### src/rtl/hamming_dec_engine.sv
// hamming_dec_engine: memory-side SECDED decoder. Walks N_WORDS encoded 16-bit words from
// SRC_BASE, corrects single errors, flags double errors, and writes the 11-bit message plus
// a 2-bit flag field to DST_BASE. It shares the data-memory port with the core.
module hamming_dec_engine #(
  parameter int unsigned SRC_BASE = 30,
  parameter int unsigned DST_BASE = 0,
  parameter int unsigned N_WORDS  = 15,
  parameter int unsigned AW       = 8
) (
  input  logic          clk,
  input  logic          reset,
  input  logic          start,
  output logic          done,
  output logic [AW-1:0] mem_addr,
  input  logic [7:0]    mem_rd_data,
  output logic          mem_wr_en,
  output logic [7:0]    mem_wr_data,
  output logic [5:0]    n_single,
  output logic [5:0]    n_double
);

  typedef enum logic [2:0] {
    StIdle,
    StRdLo,
    StRdHi,
    StFix,
    StWrLo,
    StWrHi,
    StDone
  } state_e;

  state_e        state_q, state_d;
  logic [5:0]    idx_q, idx_d;
  logic [7:0]    lo_q, lo_d;
  logic [7:0]    hi_q, hi_d;
  logic [7:0]    out_lo_q, out_lo_d;
  logic [7:0]    out_hi_q, out_hi_d;
  logic [5:0]    n_single_q, n_single_d;
  logic [5:0]    n_double_q, n_double_d;
  logic          done_q, done_d;

  logic [AW-1:0] src_addr;
  logic [AW-1:0] dst_addr;
  logic [15:0]   word;
  logic [15:0]   fixed;
  logic [3:0]    syn;
  logic          par;
  logic [1:0]    flags;
  logic [7:0]    dec_lo;
  logic [7:0]    dec_hi;
  logic          last;

  // Byte addresses of the current word; arithmetic wraps modulo 2^AW.
  assign src_addr = AW'(SRC_BASE) + AW'({idx_q, 1'b0});
  assign dst_addr = AW'(DST_BASE) + AW'({idx_q, 1'b0});
  assign last     = (idx_q == 6'(N_WORDS - 1));

  // Syndrome/parity check and correction of the latched word.
  always_comb begin
    word = {hi_q, lo_q};
    syn  = '0;
    for (int b = 1; b < 16; b++) begin
      if (word[b]) begin
        syn = syn ^ 4'(b);
      end
    end
    par   = ^word;
    fixed = word;
    // Odd overall parity means one flipped bit; syndrome 0 points at p0 itself.
    if (par) begin
      fixed[syn] = ~word[syn];
    end
    if (par) begin
      flags = 2'b01;
    end else if (syn != 4'd0) begin
      flags = 2'b10;
    end else begin
      flags = 2'b00;
    end
    dec_lo = {fixed[12], fixed[11], fixed[10], fixed[9], fixed[7], fixed[6], fixed[5], fixed[3]};
    dec_hi = {flags, 3'b000, fixed[15], fixed[14], fixed[13]};
  end

  // Next-state and memory-port outputs; the port idles at address 0.
  always_comb begin
    state_d     = state_q;
    idx_d       = idx_q;
    lo_d        = lo_q;
    hi_d        = hi_q;
    out_lo_d    = out_lo_q;
    out_hi_d    = out_hi_q;
    n_single_d  = n_single_q;
    n_double_d  = n_double_q;
    done_d      = done_q;
    mem_addr    = '0;
    mem_wr_en   = 1'b0;
    mem_wr_data = '0;
    unique case (state_q)
      StIdle, StDone: begin
        if (start) begin
          state_d    = StRdLo;
          idx_d      = '0;
          n_single_d = '0;
          n_double_d = '0;
          done_d     = 1'b0;
        end
      end
      StRdLo: begin
        mem_addr = src_addr;
        lo_d     = mem_rd_data;
        state_d  = StRdHi;
      end
      StRdHi: begin
        mem_addr = src_addr + AW'(1);
        hi_d     = mem_rd_data;
        state_d  = StFix;
      end
      StFix: begin
        out_lo_d = dec_lo;
        out_hi_d = dec_hi;
        if (flags == 2'b01 && n_single_q != 6'd63) begin
          n_single_d = n_single_q + 6'd1;
        end
        if (flags == 2'b10 && n_double_q != 6'd63) begin
          n_double_d = n_double_q + 6'd1;
        end
        state_d = StWrLo;
      end
      StWrLo: begin
        mem_addr    = dst_addr;
        mem_wr_en   = 1'b1;
        mem_wr_data = out_lo_q;
        state_d     = StWrHi;
      end
      StWrHi: begin
        mem_addr    = dst_addr + AW'(1);
        mem_wr_en   = 1'b1;
        mem_wr_data = out_hi_q;
        if (last) begin
          state_d = StDone;
          done_d  = 1'b1;
        end else begin
          idx_d   = idx_q + 6'd1;
          state_d = StRdLo;
        end
      end
      default: state_d = StIdle;
    endcase
  end

  // State and datapath registers, cleared asynchronously.
  always_ff @(posedge clk or negedge reset) begin
    if (!reset) begin
      state_q    <= StIdle;
      idx_q      <= '0;
      lo_q       <= '0;
      hi_q       <= '0;
      out_lo_q   <= '0;
      out_hi_q   <= '0;
      n_single_q <= '0;
      n_double_q <= '0;
      done_q     <= 1'b0;
    end else begin
      state_q    <= state_d;
      idx_q      <= idx_d;
      lo_q       <= lo_d;
      hi_q       <= hi_d;
      out_lo_q   <= out_lo_d;
      out_hi_q   <= out_hi_d;
      n_single_q <= n_single_d;
      n_double_q <= n_double_d;
      done_q     <= done_d;
    end
  end

  assign done     = done_q;
  assign n_single = n_single_q;
  assign n_double = n_double_q;

endmodule

### config.mk
export PLATFORM = sky130hd
export DESIGN_NAME = hamming_dec_engine
export DESIGN_NICKNAME = d
export VERILOG_FILES = /design/src/rtl/hamming_dec_engine.sv
export SDC_FILE = /design/constraint.sdc
export NUM_CORES = 1
export LEC_CHECK = 0
export CORE_AREA = 5 5 85 87
export DETAILED_ROUTE_END_ITERATION = 12
export DIE_AREA = 0 0 90 92
export HOLD_SLACK_MARGIN = 0.03
export MAX_ROUTING_LAYER = met4
export PLACE_DENSITY = 0.8
export SLEW_MARGIN = 20
export SYNTH_ARGS = -nofsm -noshare
export SYNTH_HDL_FRONTEND = slang
export SYNTH_SLANG_ARGS = --single-unit
### constraint.sdc
create_clock -name clk -period 3.29 [get_ports clk]
set_input_delay 0.987 -clock clk [delete_from_list [all_inputs] [get_ports clk]]
set_output_delay 0.987 -clock clk [all_outputs]
set_load 0.05 [all_outputs]
==> results.json <==
{
  "initial_utilization_pct": 56.5,
  "synth-edff-count": 0,
  "grt_use_total_pct": 20.6,
  "seq_area_frac_synth_pct": 36.0,
  "via_per_inst": 5.93,
  "synth_cells": 371,
  "setup_violations": 0,
  "rr_endpoint": "out_lo_q[0]",
  "clk_pin_slew_ns": 0.10,
  "clock_sinks": 51,
  "synth.distinct_cells": 56,
  "drc": 0,
  "grt_pass1_wl_um": 13700,
  "grt_busiest_layer": "met2",
  "fmax_mhz": 324,
  "met1_usage_pct": 25.6,
  "status": "completed",
  "crit_arrival_ns": 2.10,
  "cts_setup_buffers": 0,
  "end_kind": "primary output",
  "vias": 2894,
  "async_flop_share_pct": 100,
  "avgSynthCellArea_sq_um": 9.57,
  "nFillCells": 482,
  "hold_path.startpoint": "out_lo_q[4]",
  "holdPathEnd": "out_lo_q[4]",
  "required_ns": 2.30,
  "postSynthNetCount": 388,
  "tns_ns": 0,
  "first_pass_iters": 4,
  "first_iter_violations": 125,
  "multi_input_area_sq_um": 2190,
  "antenna_found_initial": 0,
  "synth_flop_cell": "dfrtp_1",
  "drtAntennaViolNets": 0,
  "maxSlewHeadroom_pct": 47.2,
  "drive_gt1_share_pct": 19.2,
  "syn2layout_area_growth_pct": 23.1,
  "synth_area_sq_um": 3550,
  "finalMaxSlewViolations": 0,
  "register_area_sq_um": 1280,
  "cts_tree": "built",
  "dp_hpwl_um": 6210,
  "period_share_pct": 93.8,
  "post_cts_resize_count": 0,
  "final_cell_mix": "dfrtp_1 (51), nand2_1 (45), nor2_1 (39)",
  "holdBufCountCts": 0,
  "global_route.usage.met2_pct": 34.1,
  "r2r_cells": 7,
  "ys.warnings.count": 0,
  "wirelength_um": 8070,
  "final-hold-violation-count": 0,
  "clk_latency_ns": 0.32,
  "fin_crit_ns": 3.09,
  "core_sq_um": 6280,
  "r2r_start": "lo_q[3]",
  "skew_ns": 0.00997,
  "whs_path_depth": 2,
  "gp_congestion": 0.895,
  "layout_commonest_cell": "dfrtp_1",
  "htree_levels": 2,
  "grt-ovfl-total": 0,
  "crit_fanout": 13,
  "rsz0062_at_grt": "false",
  "port_buffers": 40,
  "met3_usage_pct": 3.27,
  "avgRoutedWirePerCell_um": 16.5,
  "numCtsBuffers": 5,
  "antenna_cells": 0,
  "min_path_type": "reg -> reg",
  "fp.dieArea_sq_um": 8280,
  "cp-start-kind": "register",
  "die_h_um": 92,
  "ios": 41,
  "grt_max_degree": 29,
  "max-cap-violations": 0,
  "whs_ns": 0.482,
  "die_x_um": 90,
  "reg2reg_slack_ns": 0.59,
  "criticalPathCategory": "reg -> out",
  "synth-seq-cells": 51,
  "num_rows": 29,
  "tightestPinTransition_ns": 0.791,
  "grt_pass1_vias": 2807,
  "fin_nets": 427,
  "cts_buffer_depth": 2,
  "cts_root_buffer": "clkbuf_8"
}
==> Yosys cell counts (3+ instances only) <==
master / number / area [sq um]
inv_1: 7 / 26.3
nor3b_1: 3 / 22.5
xnor2_1: 14 / 123
dfrtp_1: 51 / 1280
nand2b_1: 3 / 18.8
a31oi_1: 4 / 25.0
nor2b_1: 3 / 18.8
o22ai_1: 5 / 31.3
o31ai_1: 8 / 60.1
a21oi_1: 15 / 75.1
mux2_2: 17 / 191
nand2_1: 45 / 169
nand4_1: 4 / 25.0
nor2_1: 39 / 146
clkbuf_1: 13 / 48.8
xnor2_4: 4 / 110
xor2_1: 9 / 78.8
mux2i_1: 19 / 190
ha_1: 6 / 75.1
xnor2_2: 6 / 97.6
nor3_1: 5 / 25.0
xnor3_2: 3 / 71.3
and2_1: 3 / 18.8
or4_1: 3 / 22.5
nand3_1: 17 / 85.1
nand3b_1: 3 / 22.5
a21o_1: 3 / 22.5
o21ai_0: 20 / 100
==> registers in the layout (all words and copies together) (netlist names) <==
| signal | cells |
|---|---|
| done | 1 |
| hi_q | 8 |
| idx_q | 6 |
| lo_q | 8 |
| n_double | 6 |
| n_single | 6 |
| out_hi_q | 5 |
| out_lo_q | 8 |
| state_q | 3 |
==> metal layers <==
metal	wire (um)	vias up	part of all wire [%]
met5	0	-	0
met1	3400	1403	42
met3	409	14	5.1
met4	154	0	1.9
met2	4100	86	51
li1	-	1391	-
==> worst max-delay path by stage <==
stage | startpoint | to | slack, ns
finish | state_q[2] | mem_addr[3] | 0.20
global route | state_q[0] | mem_addr[5] | 0.01
CTS | state_q[0] | mem_addr[5] | 0.19
detailed placement | state_q[2] | mem_addr[5] | 0.56
global placement | state_q[0] | mem_addr[5] | 0.64
floorplan | state_q[1] | mem_wr_data[4] | -0.21
==> cell families after synthesis <==
group                    Yosys count  share of synthesized area [%]
XOR/XNOR                          40                           16.2
buffers and inverters             25                           3.07
AND/OR/NAND/NOR                  139                           18.3
AO/OA/AOI/OAI                     73                           13.3
multiplexers                      37                           11.1
adder cells (fa/ha/maj)            6                           2.11
flip-flops                        51                           36.0
==> worst max-delay path, cell delays in order, from the launching register on <==
cell and delay, ns:
dfrtp_1 0.53, nor3_1 0.44, nor2_1 0.20, o21ai_0 0.19, nand2_1 0.06, o21ai_0 0.17, buf_12 0.19
==> through the flow <==
step	worst slack (ns)	area, sq um	instances	util, %
floorplan	-0.206	3580	371	-
global placement	0.639	4230	480	67.5
detailed placement	0.561	4230	480	67.5
CTS	0.190	4370	488	69.6
global route	0.0118	4370	488	69.6
finish	0.204	4370	488	69.6
==> final cells by class <==
class / instances / area share, %
clock buffer: 5 / 1.57
tap: 77 / 2.20
timing repair buffer: 50 / 14.7
multi-input combinational: 295 / 50.2
sequential: 51 / 29.2
inverter: 7 / 0.601
clock inverter: 3 / 1.55
Power is not shown: default switching activity piles up to over one toggle a cycle in this logic, so the estimate is an artifact.
